==> src/rtl/inert_cal_seq.sv <==
// Purpose : calibration sequencer ahead of the gyro heading integrator; settles, pulses strt_cal,
//           waits for cal_done with timeout/retry, gates "moving". Optional INERT_AUTO_RECAL_EN.
// Latency : start@k -> strt_cal@k+1+SETTLE_CYC; cal_done@j -> cal_ok@j+1; no backpressure (pulse I/O).
module inert_cal_seq #(
  parameter int SETTLE_CYC  = 4096,
  parameter int TIMEOUT_CYC = 1048576,
  parameter int MAX_RETRY   = 2,
  parameter int STILL_CYC   = 65536
) (
  input  logic       clk,
  input  logic       rst_n,
  input  logic       start,
  input  logic       moving_req,
  input  logic       cal_done,
  output logic       strt_cal,
  output logic       moving,
  output logic       cal_ok,
  output logic       cal_err,
  output logic       busy,
  output logic [1:0] retry_cnt,
  output logic [7:0] cal_cnt
);

  localparam int MAX_AB  = (SETTLE_CYC > TIMEOUT_CYC) ? SETTLE_CYC : TIMEOUT_CYC;
  localparam int MAX_CYC = (MAX_AB > STILL_CYC) ? MAX_AB : STILL_CYC;
  localparam int TW      = $clog2(MAX_CYC) + 1;

  localparam logic [TW-1:0] SETTLE_LAST  = TW'(SETTLE_CYC - 1);
  localparam logic [TW-1:0] TIMEOUT_LAST = TW'(TIMEOUT_CYC - 1);
`ifdef INERT_AUTO_RECAL_EN
  localparam logic [TW-1:0] STILL_LAST   = TW'(STILL_CYC - 1);
`endif
  localparam logic [1:0]    RETRY_MAX    = 2'(MAX_RETRY);
  localparam logic [TW-1:0] TIMER_ONE    = TW'(1);

  typedef enum logic [2:0] {
    IDLE     = 3'd0,
    SETTLE   = 3'd1,
    CAL_REQ  = 3'd2,
    CAL_WAIT = 3'd3,
    RUN      = 3'd4,
    ERR      = 3'd5
  } state_t;

  state_t        state;
  state_t        state_nxt;
  logic [TW-1:0] timer;
  logic [1:0]    retry_q;
  logic [7:0]    cal_cnt_q;

  // State register
  always_ff @(posedge clk or negedge rst_n) begin
    if (!rst_n) state <= IDLE;
    else        state <= state_nxt;
  end

  // Next-state decode; cal_done outranks the timeout and any start seen in CAL_WAIT
  always_comb begin
    state_nxt = state;
    case (state)
      IDLE:     if (start) state_nxt = SETTLE;
      SETTLE:   if (timer == SETTLE_LAST) state_nxt = CAL_REQ;
      CAL_REQ:  state_nxt = CAL_WAIT;
      CAL_WAIT: begin
        if (cal_done)
          state_nxt = RUN;
        else if (timer == TIMEOUT_LAST)
          state_nxt = (retry_q < RETRY_MAX) ? CAL_REQ : ERR;
      end
      RUN: begin
        if (start) state_nxt = SETTLE;
`ifdef INERT_AUTO_RECAL_EN
        // Long stillness is a free recalibration window; same path as start
        if (!moving_req && (timer == STILL_LAST)) state_nxt = SETTLE;
`endif
      end
      ERR:      if (start) state_nxt = SETTLE;
      default:  state_nxt = IDLE;
    endcase
  end

  // Shared timer: settle/timeout count, or still count in RUN; zeroed on every state change
  always_ff @(posedge clk or negedge rst_n) begin
    if (!rst_n) begin
      timer <= '0;
    end else if (state_nxt != state) begin
      timer <= '0;
    end else begin
      case (state)
        SETTLE, CAL_WAIT: timer <= timer + TIMER_ONE;
`ifdef INERT_AUTO_RECAL_EN
        RUN:              timer <= moving_req ? '0 : timer + TIMER_ONE;
`endif
        default:          timer <= '0;
      endcase
    end
  end

  // Retry count: cleared on each new attempt, bumped per timeout re-issue, held in RUN/ERR
  always_ff @(posedge clk or negedge rst_n) begin
    if (!rst_n) begin
      retry_q <= '0;
    end else if ((state_nxt == SETTLE) && (state != SETTLE)) begin
      retry_q <= '0;
    end else if ((state == CAL_WAIT) && (state_nxt == CAL_REQ)) begin
      retry_q <= retry_q + 2'd1;
    end
  end

  // Saturating count of successful calibrations
  always_ff @(posedge clk or negedge rst_n) begin
    if (!rst_n) begin
      cal_cnt_q <= '0;
    end else if ((state == CAL_WAIT) && cal_done && (cal_cnt_q != 8'hFF)) begin
      cal_cnt_q <= cal_cnt_q + 8'd1;
    end
  end

  // Output decode from registered state; moving_req is the only direct input->output path
  always_comb begin
    strt_cal = 1'b0;
    busy     = 1'b0;
    cal_ok   = 1'b0;
    cal_err  = 1'b0;
    moving   = 1'b0;
    case (state)
      SETTLE:   busy = 1'b1;
      CAL_REQ:  begin busy = 1'b1; strt_cal = 1'b1; end
      CAL_WAIT: busy = 1'b1;
      RUN:      begin cal_ok = 1'b1; moving = moving_req; end
      ERR:      cal_err = 1'b1;
      default:  ;
    endcase
  end

  assign retry_cnt = retry_q;
  assign cal_cnt   = cal_cnt_q;

endmodule
==> config.mk <==
export PLATFORM = sky130hd
export DESIGN_NAME = inert_cal_seq
export DESIGN_NICKNAME = d
export VERILOG_FILES = /design/src/rtl/inert_cal_seq.sv
export SDC_FILE = /design/constraint.sdc
export NUM_CORES = 1
export LEC_CHECK = 0
export BUFFER_PORTS_ARGS = -buffer_cell sky130_fd_sc_hd__buf_2
export CORE_MARGIN = 3
export CORE_UTILIZATION = 55
export DETAILED_ROUTE_END_ITERATION = 8
export PLACE_DENSITY = 0.83
export SLEW_MARGIN = 20
export SYNTH_ARGS = -nofsm -noshare
export SYNTH_HDL_FRONTEND = slang
export SYNTH_SLANG_ARGS = --single-unit
==> constraint.sdc <==
create_clock -name clk -period 2.1 [get_ports clk]
set_clock_uncertainty 0.05 [all_clocks]
set_input_delay 0.21 -clock clk [delete_from_list [all_inputs] [get_ports clk]]
set_output_delay 0.21 -clock clk [all_outputs]
set_load 0.03 [all_outputs]
==> results of run 1 <==
cell type report:
type	count	area, um2	share of cell area (%)
Sequential cell	34	850.8	40.60
Clock inverter	1	5.005	0.2388
Clock buffer	7	55.05	2.627
Inverter	5	18.77	0.8955
Tap cell	44	55.05	2.627
Multi-Input combinational cell	136	953.4	45.49
Timing Repair Buffer	25	157.7	7.522
per-layer routing:
layer  track usage (%)  share of wire, %  vias to the layer above
met4             6.332               1.4                        0
met5                 0                 0                        -
met2             32.77                50                       28
li1                  -                 -                      676
met1             24.55                44                      653
met3             5.624               4.8                        5
worst min-delay path, stage by stage:
cell and delay (ns):
buf_2 0.12, nand3b_2 0.16, o21bai_1 0.08
synth_stat cells, types with 2 or more instances:
master    count  area (um2)
dfrtp_1      34       850.8
nor2_2       20       125.1
xor2_1       17       148.9
nand2_1      15       56.30
nor2_1       13       48.80
nand3_1      11       55.05
xnor2_1       9       78.83
nand4_1       8       50.05
nor3_1        5       25.02
inv_1         4       15.01
buf_6         3       33.78
nand2b_1      3       18.77
a21oi_1       2       10.01
and2_1        2       12.51
and3_1        2       12.51
ha_1          2       25.02
nor4_2        2       25.02
o22ai_1       2       12.51
per-stage QoR:
step | hold WS, ns | total power [mW] | instances | worst slack [ns]
finish | 0.2093 | 1.421 | 252 | 0.1929
global route | 0.2006 | 1.516 | 252 | 0.03798
CTS | 0.01053 | 1.435 | 251 | 0.1187
detailed placement | 0.2676 | 1.058 | 242 | 0.1403
global placement | 0.2478 | 1.040 | 242 | 0.1778
floorplan | -0.1356 | 0.9970 | 179 | 0.1859
flip-flops by register name (all words and copies together), names as in the netlist:
name,count
retry_cnt,2
cal_cnt,8
state,3
timer,21
worst paths after layout:
path                            cells past startpoint  slack (ns)           end
max in group asynchronous                           2        1.10      timer[2]
worst max-delay path                                6        0.19  retry_cnt[0]
min in group asynchronous                           2        0.42    cal_cnt[4]
worst min-delay path                                3        0.21      state[0]
worst max register to register                      6        0.19  retry_cnt[0]
worst min register to register                      1        0.46      timer[0]
repair_timing:
action,CTS,global route
hold buffers,1,1
gates resized for setup,0,1
endpoints found under the setup margin,0,2
hold endpoints to repair,34,1
cell usage in the layout, fill, tap and decap left out, drive strengths merged:
master       synthesis  routed
a31oi                2       2
dlygate4sd3          0       2
and2                 2       2
xor2                17      17
a21oi                2       2
or4                  2       2
o31ai                1       1
nand3b               1       1
nor2b                2       2
clkinv               0       1
o21bai               1       1
nor2                34      34
o311ai               2       2
inv                  5       5
o2bb2a               1       1
o2111ai              1       1
o22ai                2       2
ha                   2       2
xnor2                9       9
nand2b               3       3
o2bb2ai              1       1
nor3                 5       5
nand4                9       9
dfrtp               34      34
o22a                 1       1
nand2               16      16
buf                  4      23
and3                 2       2
o21ai                2       2
nand3               12      12
clkbuf               0       7
nor4                 4       4
power by group:
group | internal, mW | total, mW | switching [mW]
clock network | 0.162 | 0.375 | 0.213
registers | 0.721 | 0.808 | 0.0874
logic | 0.103 | 0.238 | 0.135
total | 0.986 | 1.42 | 0.436
cells by family after synthesis:
kind of cell	count (synthesis)	share of synthesized area (%)
simple gates	92	30.30
xor+xnor	26	12.26
compound gates	16	7.071
buf+inv	9	3.232
fa+ha+maj	2	1.347
flops	34	45.79
==> flow_summary.ini, run 1 <==
[synth]
synthFlopType = dfrtp_1
synth_edf_count = 0
ys_seq_elements = 34
yosysWarnings = 0
ys_async_sr_fraction_pct = 100.0
ys_seq_area_share_pct = 45.79
netlist_instances = 179
avgSynthCellArea_um2 = 10.38
netlist_area_um2 = 1858
ys_types = 43
syn_nets = 186

[final_layout]
drive_gt1_share_pct = 31.25
diodes = 0
nets = 214
fillers = 248
post-route-util_pct = 67.00
final_cell_area_um2 = 2096
syn_to_final_growth_pct = 12.79

[worst_hold_path]
hp-class = primary input to flop
worstHoldStart = cal_done

[critical_path]
path_buf_inv = 0
cp_slowest_stage_delay_ns = 0.43
crit_path_end_kind = flop
cp_cell_sequence = ha_1 -> nand2_2 -> nor4_2 -> nand2_1 -> or4_1 -> o311ai_1
crit_family = simple AND/OR/NAND/NOR gates
reg2reg_from = timer[0]
critPathKind = flop to flop
crit_path_start_kind = flop
crit_slowest_cell = or4_1
startpoint = timer[0]
required_ns = 2.29
cp_data_arrival_time_ns = 2.10
worstPathMaxFanout = 5

[clock_network]
cts_inserted_buffers = 5
worstSkewPairLatency_ns = 0.33
root_buffer = clkbuf_4
cts.reportedPaths.clkPinSlew_ns = 0.10
cts.htree.levels = 2
cts_setup_buffers = 0
tritoncts = yes
cts.sinks = 34
cts_buffer_depth = 2

[placed_design]
dp_hpwl_mm = 2.476
dpl_cell_area_um2 = 2009
io_buffers = 19
globalplace.congestion = 0.7978

[timing]
max_freq_mhz = 524.4
maxSlewHeadroom_pct = 49.95
final_max_slew_viol_count = 0
rsz0062_at_grt = no
fin_crit_sh_pct = 90.82
final_hold_viol_count = 0
fin_setup_tns_ns = 0
worst_pin_slew_ns = 0.7507
setup_viol = 0
post-route-min-period_ns = 1.907

[route]
drc = 0
via_per_inst = 5.405
antenna_left = 0
wirelength_mm = 3.428
dr.pass1.iters = 4
vias = 1362
drtIter0Drc = 66
wire_per_inst_um = 13.60

[global_routing]
track_usage_pct = 19.66
grt_pass1_wl_mm = 6.306
overflow = 0
grt_pass1_vias = 1359
antenna_found_initial = 0
grt_max_degree = 35

[status]
status = finished clean

[floorplan]
pin_count = 20
die-height_um = 64.12
start_util_pct = 59.40
die_x_um = 64.12
dieArea_um2 = 4111
num_rows = 20
core_um2 = 3128

[pwr]
power.leakage_nw = 0.9611
cellPowerDensity_nw_per_um2 = 678.1
vdd_drop_max_uv = 536.9

[run]
maxCapViolCount = 0
(Power assumes the default switching activity.)
==> run 2, diff against run 1 <==
--- a/config.mk
+++ b/config.mk
@@ -6,10 +6,12 @@
 export NUM_CORES = 1
 export LEC_CHECK = 0
 export BUFFER_PORTS_ARGS = -buffer_cell sky130_fd_sc_hd__buf_2
+export CELL_PAD_IN_SITES_DETAIL_PLACEMENT = 0
+export CELL_PAD_IN_SITES_GLOBAL_PLACEMENT = 1
 export CORE_MARGIN = 3
-export CORE_UTILIZATION = 55
+export CORE_UTILIZATION = 45
 export DETAILED_ROUTE_END_ITERATION = 8
-export PLACE_DENSITY = 0.83
+export PLACE_DENSITY = 0.86
 export SLEW_MARGIN = 20
 export SYNTH_ARGS = -nofsm -noshare
 export SYNTH_HDL_FRONTEND = slang
==> run 2 against run 1 <==
Largest power group unchanged. Via count did not move. Power up 7.1%. Cell count rose by 0.40%. Count of clock-buffer cells in the layout down 1. Sequential share of layout area fell by 0.38 points. Global-route usage is 4.5 points lower. Critical path depth fell by 1.
==> flow_summary.ini, run 2 (synthesis gave the netlist of run 1 again) <==
[floorplan]
core_um2 = 3826
num_rows = 22
die_x_um = 70.26
start_util_pct = 48.56
die-height_um = 70.26
pin_count = 20
dieArea_um2 = 4936

[critical_path]
cp_slowest_stage_delay_ns = 0.55
rrSetupSlack_ns = 0.09
crit_slowest_cell = or4_4
required_ns = 2.20
critPathKind = flop to flop
reg2reg_from = timer[13]
r2r.worst_path.cells = 5
crit_path_end_kind = flop
r2r_end = retry_cnt[0]
worstPathMaxFanout = 4
crit_path_start_kind = flop
cp_data_arrival_time_ns = 2.11
cp_cell_sequence = or4_4 -> nor4_4 -> a31oi_2 -> o311ai_2 -> o311ai_1

[run]
maxCapViolCount = 0

[clock_network]
cts.htree.levels = 2
cts.reportedPaths.clkPinSlew_ns = 0.06
cts_setup_buffers = 0
root_buffer = clkbuf_8
cts_inserted_buffers = 5
tritoncts = yes
cts.sinks = 34
worstSkewPairLatency_ns = 0.29
cts_buffer_depth = 2

[final_layout]
syn_to_final_growth_pct = 13.87
regMostFlops = timer
layout_commonest_cell = dfrtp_1
layout_common_cells = dfrtp_1 (34), nor2_2 (20), buf_2 (19)
nets = 213
largest_reg_flops = 21
diodes = 0
drive_gt1_share_pct = 30.73
post-route-util_pct = 55.30

[placed_design]
globalplace.congestion = 0.8641
io_buffers = 19
dp_hpwl_mm = 2.523

[worst_hold_path]
hp-class = primary input to flop
worstHoldStart = start
whs_path_depth = 2
whs_endpoint = state[2]

[route]
dr.pass1.iters = 6
wire_per_inst_um = 13.68
drtIter0Drc = 65
drc = 0
wirelength_mm = 3.461
via_per_inst = 5.383
vias = 1362
antenna_left = 0

[timing]
setup_viol = 0
maxSlewHeadroom_pct = 50.69
post-route-min-period_ns = 2.008
worst_pin_slew_ns = 0.7396
whs_ns = 0.08635
final_hold_viol_count = 0
fin_crit_sh_pct = 95.63
rsz0062_at_grt = no
fin_setup_tns_ns = 0
max_freq_mhz = 497.9
final_max_slew_viol_count = 0

[global_routing]
grt_pass1_vias = 1298
grt_max_degree = 35
antenna_found_initial = 0
overflow = 0
grt_pass1_wl_mm = 5.878
track_usage_pct = 15.20

[pwr]
vdd_drop_max_uv = 717.6
cellPowerDensity_nw_per_um2 = 719.6
power.leakage_nw = 0.9632

[status]
status = finished clean
-- run 2: changes by cell type in the layout (fill, tap and decap cells not counted) --
cell	before	now
clkbuf_1	1	0
clkbuf_4	5	0
clkbuf_8	1	6
clkinv_2	1	0
dlygate4sd3_1	2	1
nor4_1	0	1
nor4_2	3	1
nor4_4	1	2
-- run 2: where the power goes --
part	internal [mW]	switching, mW
Sequential	0.722	0.0921
Clock	0.252	0.214
Combinational	0.102	0.139
Total	1.08	0.446
-- run 2: stage by stage --
step	cell area (um2)	total power [mW]	instances	worst slack [ns]
floorplan	1858	0.9970	179	0.1859
global placement	2014	1.040	246	0.1726
detailed placement	2014	1.059	246	0.09376
CTS	2107	1.533	253	0.07742
global route	2116	1.602	253	0.008156
finish	2116	1.523	253	0.09170
-- run 2: layer usage --
| metal | wire length, um | up-vias | GRT usage [%] |
|---|---|---|---|
| met1 | 1533 | 664 | 18.20 |
| met3 | 151 | 7 | 5.755 |
| met2 | 1703 | 22 | 24.12 |
| met5 | 0 | - | 0 |
| li1 | - | 669 | - |
| met4 | 72 | 0 | 6.809 |
-- run 2: repair_timing --
action,in CTS,in global routing
hold buffers,1,0
resized for setup,0,1
endpoints found under the setup margin,0,1
endpoints found under the hold margin,34,0
-- run 2: layout make-up --
class	count	area, um2
clock buffers	6	82.58
fillers	345	1710
inverters	5	18.77
multi-input cells	136	955.9
flip-flops and latches	34	850.8
well taps	48	60.06
repair buffers	24	147.6
-- run 2: critical path: cells and delay by family (launching register included) --
kind               cells  cell delay, ns
AOI/OAI and AO/OA      3            0.58
and+or+nand+nor        2            0.84
DFF                    1            0.39
-- run 2: how the worst max path moves through the flow --
stage	startpoint	depth (start not counted)	end	slack [ns]
finish	timer[13]	5	retry_cnt[0]	0.09
CTS	timer[13]	5	retry_cnt[0]	0.08
floorplan	timer[13]	5	retry_cnt[0]	0.19
global route	timer[13]	5	retry_cnt[0]	0.008
global placement	timer[14]	6	timer[20]	0.17
detailed placement	timer[13]	5	retry_cnt[0]	0.09
==> run 3, diff against run 2 <==
==> config.mk (replaced) <==
export PLATFORM = sky130hd
export DESIGN_NAME = inert_cal_seq
export DESIGN_NICKNAME = d
export VERILOG_FILES = /design/src/rtl/inert_cal_seq.sv
export SDC_FILE = /design/constraint.sdc
export NUM_CORES = 1
export LEC_CHECK = 0
export ABC_CLOCK_PERIOD_IN_PS = 2100
export BUFFER_PORTS_ARGS = -buffer_cell sky130_fd_sc_hd__buf_2
export CORE_MARGIN = 2
export CORE_UTILIZATION = 55
export DETAILED_ROUTE_END_ITERATION = 8
export PLACE_DENSITY = 0.83
export SLEW_MARGIN = 20
export SYNTH_ARGS = -nofsm -noshare
export SYNTH_HDL_FRONTEND = slang
export SYNTH_SLANG_ARGS = --single-unit
==> run 3 against run 2 <==
Largest power group unchanged. First-iteration DRC count grew 22%. Fmax is 1.5% higher. Critical path depth stayed put. Critical path type unchanged. Power down 9.7%. Routed wire length fell by 6.8%. Worst hold slack better by 0.12 ns.
==> flow_summary.ini, run 3 (synthesis gave the netlist of run 1 again) <==
[status]
status = finished clean

[final_layout]
nets = 216
largest_reg_flops = 21
fillers = 271
post-route-util_pct = 63.77
regMostFlops = timer
drive_gt1_share_pct = 31.58
diodes = 0
layout_common_cells = dfrtp_1 (34), nor2_2 (20), buf_2 (19)
layout_commonest_cell = dfrtp_1
syn_to_final_growth_pct = 12.73

[route]
vias = 1340
wire_per_inst_um = 12.65
wirelength_mm = 3.226
via_per_inst = 5.255
drc = 0
drtIter0Drc = 79
antenna_left = 0
dr.pass1.iters = 4

[floorplan]
core_um2 = 3284
die-height_um = 62.12
num_rows = 21
dieArea_um2 = 3859
start_util_pct = 56.57
die_x_um = 62.12
pin_count = 20

[placed_design]
dp_hpwl_mm = 2.292
globalplace.congestion = 0.8135
pre_cts_slack_ns = 0.1360
io_buffers = 19

[timing]
post-route-min-period_ns = 1.978
final_hold_viol_count = 0
max_freq_mhz = 505.5
fin_crit_sh_pct = 94.21
rsz0062_at_grt = no
final_max_slew_viol_count = 0
fin_setup_tns_ns = 0
maxSlewHeadroom_pct = 51.37
worst_pin_slew_ns = 0.7295
layout_setup_ws_ns = 0.1216
setup_viol = 0

[clock_network]
cts_resized = 0
root_buffer = clkbuf_4
cts.reportedPaths.clkPinSlew_ns = 0.11
worstSkewPairLatency_ns = 0.33
tritoncts = yes
cts.htree.levels = 2
cts_inserted_buffers = 5
cts_buffer_depth = 2
cts.sinks = 34

[global_routing]
grt_pass1_wl_mm = 5.699
grt_max_degree = 35
antenna_found_initial = 0
overflow = 0
grt_pass1_vias = 1284
track_usage_pct = 18.52

[worst_hold_path]
whs_path_depth = 3
whs_endpoint = state[0]
worstHoldStart = cal_done
hp-class = primary input to flop

[critical_path]
crit_path_end_kind = flop
critPathKind = flop to flop
crit_path_start_kind = flop
r2r.worst_path.cells = 5
worstPathMaxFanout = 4
cp_data_arrival_time_ns = 2.13
rrSetupSlack_ns = 0.12
r2r_end = retry_cnt[0]
cp_cell_sequence = or4_4 -> nor4_4 -> a31oi_2 -> o311ai_2 -> o311ai_1
cp_slowest_stage_delay_ns = 0.55
reg2reg_from = timer[13]
crit_slowest_cell = or4_4
required_ns = 2.25

[pwr]
cellPowerDensity_nw_per_um2 = 656.5
power.leakage_nw = 0.9647
vdd_drop_max_uv = 471.3

[run]
maxCapViolCount = 0
run 3: cell count changes in the layout (fill, tap and decap cells not counted):
cell,previous run,this run
buf_4,3,5
clkbuf_4,0,5
clkbuf_8,6,0
clkinv_2,0,2
dlygate4sd3_1,1,2
nor4_2,1,2
nor4_4,2,1
run 3: worst max path at each step:
stage | startpoint | to | slack, ns | cells past startpoint
after CTS | timer[13] | retry_cnt[0] | 0.12 | 5
after global routing | timer[13] | retry_cnt[0] | 0.04 | 5
after floorplan | timer[13] | retry_cnt[0] | 0.19 | 5
final | timer[13] | retry_cnt[0] | 0.12 | 5
after detailed placement | timer[13] | retry_cnt[0] | 0.14 | 5
after global placement | timer[13] | timer[20] | 0.17 | 6
run 3: what timing repair did:
action                                 CTS  global route
buffers inserted                         0             0
hold buffers                             1             1
endpoints found under the hold margin   34             1
run 3: critical path: cells and delay by family, from the launching register on:
kind	cells	cell delay (ns)
flops	1	0.39
simple gates	2	0.85
compound gates	3	0.58
run 3: per-layer routing:
metal	track usage, %	part of all wire (%)	wire length [um]	vias to the layer above
li1	-	-	-	674
met5	0	0	0	-
met1	23.50	48	1540	642
met3	5.978	3.5	113	4
met4	6.667	1.4	46	0
met2	29.89	47	1526	20
run 3: area by class of cell:
| type | count | area (um2) | share of cell area, % |
|---|---|---|---|
| flip-flops and latches | 34 | 850.8 | 40.62 |
| repair buffers | 27 | 172.7 | 8.244 |
| well taps | 46 | 57.56 | 2.748 |
| clock inverters | 2 | 10.01 | 0.4779 |
| multi-input cells | 136 | 947.2 | 45.22 |
| inverters | 5 | 18.77 | 0.8961 |
| clock buffers | 5 | 37.54 | 1.792 |
run 3: report_power, final:
group,switching (mW),total (mW),internal (mW)
logic,0.134,0.236,0.102
registers,0.0883,0.809,0.721
clock network,0.210,0.330,0.120
run 3: stage by stage:
step / cell area, um2 / hold WS (ns) / total power, mW / instances
global route: 2095 / 0.1851 / 1.467 / 255
CTS: 2085 / 0.006758 / 1.389 / 254
global placement: 2027 / 0.2711 / 1.043 / 246
floorplan: 1858 / -0.1356 / 0.9970 / 179
detailed placement: 2027 / 0.2660 / 1.057 / 246
finish: 2095 / 0.2097 / 1.375 / 255
